==> src/rtl/decoder_10b8b_sync.sv <==
// decoder_10b8b_sync: 8b/10b receive decoder with running-disparity tracking,
// code/disparity violation flags and a comma-based word-sync state machine.
// Stage 1 registers the raw symbol; stage 2 decodes, checks and registers.
module decoder_10b8b_sync #(
  parameter int COMMAS_TO_SYNC = 3,
  parameter int ERRS_TO_LOSE   = 4,
  parameter int GOOD_TO_DECR   = 16
) (
  input  logic       SBYTECLK,
  input  logic       RESET,
  input  logic [9:0] i_data10b,
  input  logic       i_valid,
  output logic [7:0] o_data8b,
  output logic       o_K,
  output logic       o_valid,
  output logic       o_code_err,
  output logic       o_disp_err,
  output logic       o_rd,
  output logic       o_sync
);

  localparam int CCW = $clog2(COMMAS_TO_SYNC + 1);
  localparam int ECW = $clog2(ERRS_TO_LOSE + 1);
  localparam int GCW = $clog2(GOOD_TO_DECR + 1);

  typedef enum logic {UNSYNC = 1'b0, SYNC = 1'b1} state_e;

  // 5b/6b data table (abcdei); K28 patterns handled separately. {legal, x}
  function automatic logic [5:0] dec6(input logic [5:0] s);
    case (s)
      6'b100111, 6'b011000: dec6 = {1'b1, 5'd0};
      6'b011101, 6'b100010: dec6 = {1'b1, 5'd1};
      6'b101101, 6'b010010: dec6 = {1'b1, 5'd2};
      6'b110001:            dec6 = {1'b1, 5'd3};
      6'b110101, 6'b001010: dec6 = {1'b1, 5'd4};
      6'b101001:            dec6 = {1'b1, 5'd5};
      6'b011001:            dec6 = {1'b1, 5'd6};
      6'b111000, 6'b000111: dec6 = {1'b1, 5'd7};
      6'b111001, 6'b000110: dec6 = {1'b1, 5'd8};
      6'b100101:            dec6 = {1'b1, 5'd9};
      6'b010101:            dec6 = {1'b1, 5'd10};
      6'b110100:            dec6 = {1'b1, 5'd11};
      6'b001101:            dec6 = {1'b1, 5'd12};
      6'b101100:            dec6 = {1'b1, 5'd13};
      6'b011100:            dec6 = {1'b1, 5'd14};
      6'b010111, 6'b101000: dec6 = {1'b1, 5'd15};
      6'b011011, 6'b100100: dec6 = {1'b1, 5'd16};
      6'b100011:            dec6 = {1'b1, 5'd17};
      6'b010011:            dec6 = {1'b1, 5'd18};
      6'b110010:            dec6 = {1'b1, 5'd19};
      6'b001011:            dec6 = {1'b1, 5'd20};
      6'b101010:            dec6 = {1'b1, 5'd21};
      6'b011010:            dec6 = {1'b1, 5'd22};
      6'b111010, 6'b000101: dec6 = {1'b1, 5'd23};
      6'b110011, 6'b001100: dec6 = {1'b1, 5'd24};
      6'b100110:            dec6 = {1'b1, 5'd25};
      6'b010110:            dec6 = {1'b1, 5'd26};
      6'b110110, 6'b001001: dec6 = {1'b1, 5'd27};
      6'b001110:            dec6 = {1'b1, 5'd28};
      6'b101110, 6'b010001: dec6 = {1'b1, 5'd29};
      6'b011110, 6'b100001: dec6 = {1'b1, 5'd30};
      6'b101011, 6'b010100: dec6 = {1'b1, 5'd31};
      default:              dec6 = 6'd0;
    endcase
  endfunction

  // 3b/4b data table (fghj), both P7 and A7 forms of y=7. {legal, y}
  function automatic logic [3:0] dec4(input logic [3:0] s);
    case (s)
      4'b1011, 4'b0100:                   dec4 = {1'b1, 3'd0};
      4'b1001:                            dec4 = {1'b1, 3'd1};
      4'b0101:                            dec4 = {1'b1, 3'd2};
      4'b1100, 4'b0011:                   dec4 = {1'b1, 3'd3};
      4'b1101, 4'b0010:                   dec4 = {1'b1, 3'd4};
      4'b1010:                            dec4 = {1'b1, 3'd5};
      4'b0110:                            dec4 = {1'b1, 3'd6};
      4'b1110, 4'b0001, 4'b0111, 4'b1000: dec4 = {1'b1, 3'd7};
      default:                            dec4 = 4'd0;
    endcase
  endfunction

  // K28 fghj, normalised to the form that follows 001111. {legal, y}
  function automatic logic [3:0] deck28(input logic [3:0] s);
    case (s)
      4'b0100: deck28 = {1'b1, 3'd0};
      4'b1001: deck28 = {1'b1, 3'd1};
      4'b0101: deck28 = {1'b1, 3'd2};
      4'b0011: deck28 = {1'b1, 3'd3};
      4'b0010: deck28 = {1'b1, 3'd4};
      4'b1010: deck28 = {1'b1, 3'd5};
      4'b0110: deck28 = {1'b1, 3'd6};
      4'b1000: deck28 = {1'b1, 3'd7};
      default: deck28 = 4'd0;
    endcase
  endfunction

  function automatic logic [2:0] ones(input logic [5:0] s);
    ones = 3'd0;
    for (int i = 0; i < 6; i++) ones = ones + {2'b00, s[i]};
  endfunction

  logic [9:0]     sym_p1_q;
  logic           vld_p1_q, vld_p2_q;
  logic [7:0]     byte_p2_q;
  logic           k_p2_q, cerr_p2_q, derr_p2_q;
  logic           rd_q;
  state_e         state_q, state_d;
  logic [CCW-1:0] comma_q, comma_d;
  logic [ECW-1:0] errs_q, errs_d;
  logic [GCW-1:0] good_q, good_d;

  logic [5:0] sb6, r6;
  logic [3:0] sb4, fk, r4, rk;
  logic [2:0] n6, n4;
  logic       pos6, neg6, pos4, neg4, k28, a7;
  logic       legal, k_flag, rd6, rd_nxt, code_err, disp_err, comma;
  logic [4:0] x;
  logic [2:0] y;

  // Stage 1: capture raw symbol and its valid.
  always_ff @(posedge SBYTECLK) begin
    sym_p1_q <= i_data10b;
    if (RESET) vld_p1_q <= 1'b0;
    else       vld_p1_q <= i_valid;
  end

  // Stage 2 combinational: table lookups, legality, disparity and RD chain.
  always_comb begin
    sb6    = sym_p1_q[9:4];
    sb4    = sym_p1_q[3:0];
    n6     = ones(sb6);
    n4     = ones({2'b00, sb4});
    pos6   = (n6 == 3'd4);
    neg6   = (n6 == 3'd2);
    pos4   = (n4 == 3'd3);
    neg4   = (n4 == 3'd1);
    k28    = (sb6 == 6'b001111) || (sb6 == 6'b110000);
    fk     = (sb6 == 6'b110000) ? ~sb4 : sb4;
    r6     = dec6(sb6);
    r4     = dec4(sb4);
    rk     = deck28(fk);
    a7     = (sb4 == 4'b0111) || (sb4 == 4'b1000);
    legal  = 1'b0;
    k_flag = 1'b0;
    x      = r6[4:0];
    y      = r4[2:0];
    if (k28) begin
      legal  = rk[3];
      k_flag = 1'b1;
      x      = 5'd28;
      y      = rk[2:0];
    end else if (r6[5] && r4[3]) begin
      if (!a7) begin
        legal = 1'b1;
      end else if ((sb4 == 4'b0111 && (x == 5'd17 || x == 5'd18 || x == 5'd20)) ||
                   (sb4 == 4'b1000 && (x == 5'd11 || x == 5'd13 || x == 5'd14))) begin
        legal = 1'b1;
      end else if ((x == 5'd23 || x == 5'd27 || x == 5'd29 || x == 5'd30) &&
                   ((pos6 && sb4 == 4'b1000) || (neg6 && sb4 == 4'b0111))) begin
        legal  = 1'b1;
        k_flag = 1'b1;
      end
    end
    // Neutral special patterns only steer RD on a legal codeword.
    if (pos6)                            rd6 = 1'b1;
    else if (neg6)                       rd6 = 1'b0;
    else if (legal && sb6 == 6'b111000)  rd6 = 1'b1;
    else if (legal && sb6 == 6'b000111)  rd6 = 1'b0;
    else                                 rd6 = rd_q;
    if (pos4)                            rd_nxt = 1'b1;
    else if (neg4)                       rd_nxt = 1'b0;
    else if (legal && sb4 == 4'b1100)    rd_nxt = 1'b1;
    else if (legal && sb4 == 4'b0011)    rd_nxt = 1'b0;
    else                                 rd_nxt = rd6;
    code_err = !legal;
    disp_err = legal && ((pos6 && rd_q) || (neg6 && !rd_q) || (pos4 && rd6) || (neg4 && !rd6));
    comma    = legal && !disp_err && k28 && (rk[2:0] == 3'd5);
  end

  // Sync FSM next state, advanced once per decoded symbol.
  always_comb begin
    state_d = state_q;
    comma_d = comma_q;
    errs_d  = errs_q;
    good_d  = good_q;
    if (vld_p1_q) begin
      case (state_q)
        UNSYNC: begin
          if (code_err || disp_err) begin
            comma_d = '0;
          end else if (comma) begin
            if (comma_q == CCW'(COMMAS_TO_SYNC - 1)) begin
              state_d = SYNC;
              comma_d = '0;
              errs_d  = '0;
              good_d  = '0;
            end else begin
              comma_d = comma_q + 1'b1;
            end
          end
        end
        SYNC: begin
          if (code_err || disp_err) begin
            good_d = '0;
            if (errs_q == ECW'(ERRS_TO_LOSE - 1)) begin
              state_d = UNSYNC;
              comma_d = '0;
              errs_d  = '0;
            end else begin
              errs_d = errs_q + 1'b1;
            end
          end else if (good_q == GCW'(GOOD_TO_DECR - 1)) begin
            good_d = '0;
            if (errs_q != '0) errs_d = errs_q - 1'b1;
          end else begin
            good_d = good_q + 1'b1;
          end
        end
        default: state_d = UNSYNC;
      endcase
    end
  end

  // Stage 2: register decoded outputs, RD and sync state.
  always_ff @(posedge SBYTECLK) begin
    if (RESET) begin
      vld_p2_q  <= 1'b0;
      byte_p2_q <= 8'h00;
      k_p2_q    <= 1'b0;
      cerr_p2_q <= 1'b0;
      derr_p2_q <= 1'b0;
      rd_q      <= 1'b0;
      state_q   <= UNSYNC;
      comma_q   <= '0;
      errs_q    <= '0;
      good_q    <= '0;
    end else begin
      vld_p2_q <= vld_p1_q;
      if (vld_p1_q) begin
        byte_p2_q <= legal ? {y, x} : 8'h00;
        k_p2_q    <= legal && k_flag;
        cerr_p2_q <= code_err;
        derr_p2_q <= disp_err;
        rd_q      <= rd_nxt;
      end
      state_q <= state_d;
      comma_q <= comma_d;
      errs_q  <= errs_d;
      good_q  <= good_d;
    end
  end

  assign o_valid    = vld_p2_q;
  assign o_data8b   = byte_p2_q;
  assign o_K        = k_p2_q;
  assign o_code_err = cerr_p2_q;
  assign o_disp_err = derr_p2_q;
  assign o_rd       = rd_q;
  assign o_sync     = (state_q == SYNC);

endmodule

==> config.mk <==
export PLATFORM = sky130hd
export DESIGN_NAME = decoder_10b8b_sync
export DESIGN_NICKNAME = d
export VERILOG_FILES = /design/src/rtl/decoder_10b8b_sync.sv
export SDC_FILE = /design/constraint.sdc
export NUM_CORES = 1
export LEC_CHECK = 0
export CAP_MARGIN = 20
export CORE_MARGIN = 5
export CORE_UTILIZATION = 35
export CTS_CLUSTER_SIZE = 12
export DETAILED_ROUTE_END_ITERATION = 7
export GPL_ROUTABILITY_DRIVEN = 1
export HOLD_SLACK_MARGIN = 0.02
export PLACE_DENSITY = 0.54
export SLEW_MARGIN = 30
export SYNTH_ARGS = -nofsm -noshare
export SYNTH_HDL_FRONTEND = slang
export SYNTH_SLANG_ARGS = --single-unit
==> constraint.sdc <==
create_clock -name SBYTECLK -period 6.4 [get_ports SBYTECLK]
set_clock_uncertainty 0.2 [all_clocks]
set_input_delay 1.28 -clock SBYTECLK [delete_from_list [all_inputs] [get_ports SBYTECLK]]
set_output_delay 1.28 -clock SBYTECLK [all_outputs]
set_load 0.03 [all_outputs]
==> metrics.md <==
| Metric | Value |
|---|---|
| Status | `complete, no violations` |
| Core footprint | `8720 sq um` |
| Hold-fix buffers, CTS | `0` |
| Vias per inst | `5.57` |
| Clock Latency Late Sink | `300 ps` |
| R2R Setup Slk | `1420 ps` |
| CTS tree | `done` |
| Global-route wire length before repair | `13000 um` |
| Die Wd | `105 um` |
| 1st-pass router iterations | `5` |
| Vias | `2890` |
| Row cnt | `34` |
| Worst path required time | `6450 ps` |
| Sw Ratio | `30.6%` |
| Comb power frac | `24.2%` |
| Leakage dissipation | `1.39 nW` |
| Max-slew headroom | `49.0%` |
| Clk sinks | `45` |
| P_int | `0.525 mW` |
| Post-Route WL | `7610 um` |
| Initial Util | `36.0%` |
| Unrepaired setup endpoints after global routing | `no` |
| Pin count of the biggest net entering global routing | `32` |
| Worst Max-Slew Pin Slew | `763 ps` |
| Register share of total power | `41.6%` |
| Number of buffers added on ports | `26` |
| Congestion Overflow GR | `0` |
| VDD IR max | `0.000131 V` |
| Mean post-synth cell area | `7.86 sq um` |
| Initial antenna violation count | `0` |
| Post-CTS sizing | `0` |
| Critical-path top delay cell | `a311oi_1` |
| Worst EP arrival | `5030 ps` |
| Dpl hpwl | `5510 um` |
| Final setup fails | `0` |
| Synth Cell Area | `3140 sq um` |
| Die Span Y | `105 um` |
| Max clock buf depth | `2` |
| Hold Slack | `259 ps` |
| CP Max Fanout | `7` |
| TritonCTS Buffers | `5` |
| Final worst path period share | `77.8%` |
| Slew Limit Fails | `0` |
| Clk slew on worst S/H paths | `90 ps` |
| Worst path most repeated cell | `fa_1` |
| Fin. Hold Viols | `0` |
| Setup TNS | `0 ps` |
| Asr flop ratio synth | `0%` |
| Psw | `0.232 mW` |
| Average wire per standard cell | `14.7 um` |
| Nets | `444` |
| Clk network pwr share | `34.2%` |
| Pwr Density | `212 nW/um^2` |
| Min cycle time layout | `4980 ps` |
| Final antenna-violating net count | `0` |
| Number of antenna diodes | `0` |
| Synth Flop Type | `dfxtp_1` |
| # H-tree levels | `2` |
| Number of synthesized register bits | `45` |
| Final core occ | `41.0%` |
| Fmax | `201 MHz` |
| Buffer count from post-CTS setup fixing | `0` |
| Crit. End Element | `flip-flop` |
| Area Overhead vs Synth | `14.0%` |
| Clock root buffer | `clkbuf_8` |
| GRT Util Overall | `14.1%` |
| CP Class | `flip-flop to flip-flop` |
| Drt first-iter violations | `196` |
| Syn nets | `433` |
| Yosys cell types | `69` |
| GPL Wtd Cong | `0.744` |
| Layout cells sized above 1 | `6.33%` |
| Crit path largest cell delay | `650 ps` |
| HP Class | `flip-flop to flip-flop` |
| Synth Instances | `399` |
| Worst path cell trace | `fa_1, inv_1, fa_1, inv_1, ha_1, fa_1, or3b_1, o22ai_2, o211ai_2, a311oi_1, o21ai_0, mux2i_2, o21a_1, nor4b_1, o21a_1` |
| Die Area | `11000 sq um` |
| Residual DRC | `0` |
| Critical path launch point type | `flip-flop` |
| Syn. warnings | `0` |
| Sequential fraction of the synthesis area | `28.7%` |
| Ports | `27` |
| Post-synth EDFFs | `0` |
| MaxCap Viol Count | `0` |
| Vias in the first global route | `2605` |
==> synthesized netlist by cell type (4+ instances only) <==
cell type | count | area (sq um)
mux2i_1 | 6 | 60.1
o21ai_0 | 22 | 110
inv_1 | 27 | 101
o211ai_1 | 7 | 52.6
nor2b_1 | 8 | 50.1
nor3b_1 | 4 | 30.0
a211oi_1 | 4 | 30.0
buf_2 | 4 | 20.0
clkbuf_1 | 17 | 63.8
dfxtp_1 | 45 | 901
o31ai_1 | 4 | 30.0
a31oi_1 | 11 | 68.8
fa_1 | 4 | 80.1
a211o_1 | 4 | 35.0
o21a_1 | 7 | 52.6
or3b_1 | 4 | 35.0
and2_1 | 4 | 25.0
nor3_1 | 6 | 30.0
a21oi_1 | 34 | 170
ha_1 | 17 | 213
nand2_1 | 42 | 158
nand3_1 | 8 | 40.0
nor2_1 | 37 | 139
==> layout by cell type (no fill, tap or decap), types with 3 or more instances in the layout <==
cell type,synthesis,routed
dfxtp_1,45,45
nand2_1,42,42
nor2_1,37,37
a21oi_1,34,34
inv_1,27,27
clkdlybuf4s50_1,0,25
o21ai_0,22,22
ha_1,17,17
a31oi_1,11,11
nor2b_1,8,8
nand3_1,8,8
o211ai_1,7,7
o21a_1,7,7
nor3_1,6,6
mux2i_1,6,6
clkbuf_8,0,5
nor3b_1,4,4
a211o_1,4,4
a211oi_1,4,4
o31ai_1,4,4
and2_1,4,4
or3b_1,4,4
fa_1,4,4
nand3b_1,3,3
or2_2,3,3
a311oi_1,3,3
o2111ai_1,3,3
or3_1,3,3
nand2b_1,3,3
==> kinds of logic (layout without fill, tap and decap cells) <==
kind of cell,after synthesis,after routing,synth area share [%]
compound gates,127,127,27.8
fa+ha+maj,23,23,9.98
mux,9,9,3.07
buf+inv,50,62,6.15
simple gates,141,141,23.1
xor+xnor,4,4,1.12
flops,45,45,28.7
==> metal layers <==
metal | wire length, um | vias up | share of wire [%] | global-route usage (%)
li1 | - | 1461 | - | -
met1 | 3800 | 1364 | 50 | 20.5
met2 | 3380 | 60 | 44 | 21.5
met3 | 365 | 5 | 4.8 | 2.77
met4 | 69 | 0 | 0.91 | 3.29
met5 | 0 | - | 0 | 0
==> state kept, by name, indices dropped and copies added, names as in the netlist <==
name and flops:
comma_q 2, o_disp_err 1, sym_p1_q 10, vld_p1_q 1, o_data8b 8, r4 4, r6 6, o_code_err 1
o_sync 1, o_rd 1, good_q 5, o_K 1, errs_q 3, o_valid 1
==> power groups by stage <==
stage	sequential (mW)	combinational (mW)	clock, mW
finish	0.315	0.183	0.258
global route	0.318	0.206	0.276
CTS	0.314	0.183	0.264
detailed placement	0.321	0.182	0
global placement	0.321	0.181	0
floorplan	0.320	0.133	0
==> layout make-up <==
class                   instances  area [sq um]
fillers                       888          5140
flip-flops and latches         45           901
multi-input cells             304          2040
repair buffers                 27           263
well taps                     108           135
inverters                      27           101
clock buffers                   5          68.8
clock inverters                 3          65.1
==> critical path, delay by kind of cell (launching register included) <==
family	cells	cell delay, ps
DFF	1	350
AOI/OAI and AO/OA	6	1570
buffers and inverters	2	90
muxes	1	380
and+or+nand+nor	2	620
adders and majority gates	4	1720
==> path summary, 6_finish.rpt <==
kind	startpoint	end	depth (start not counted)
setup reg to reg	sym_p1_q[4]	errs_q[0]	15
setup / recovery	sym_p1_q[4]	errs_q[0]	15
hold reg to reg	o_data8b[1]	o_data8b[1]	2
hold / removal	o_data8b[1]	o_data8b[1]	2
==> per-stage QoR <==
| stage | instances | area (sq um) | setup WS [ps] | total power [mW] |
|---|---|---|---|---|
| after floorplan | 399 | 3140 | 1800 | 0.453 |
| after global routing | 519 | 3580 | 1090 | 0.799 |
| after CTS | 519 | 3580 | 1440 | 0.761 |
| after global placement | 511 | 3450 | 1550 | 0.501 |
| final | 519 | 3580 | 1420 | 0.756 |
| after detailed placement | 511 | 3450 | 1450 | 0.503 |
Power figures use the tool's default switching activity.
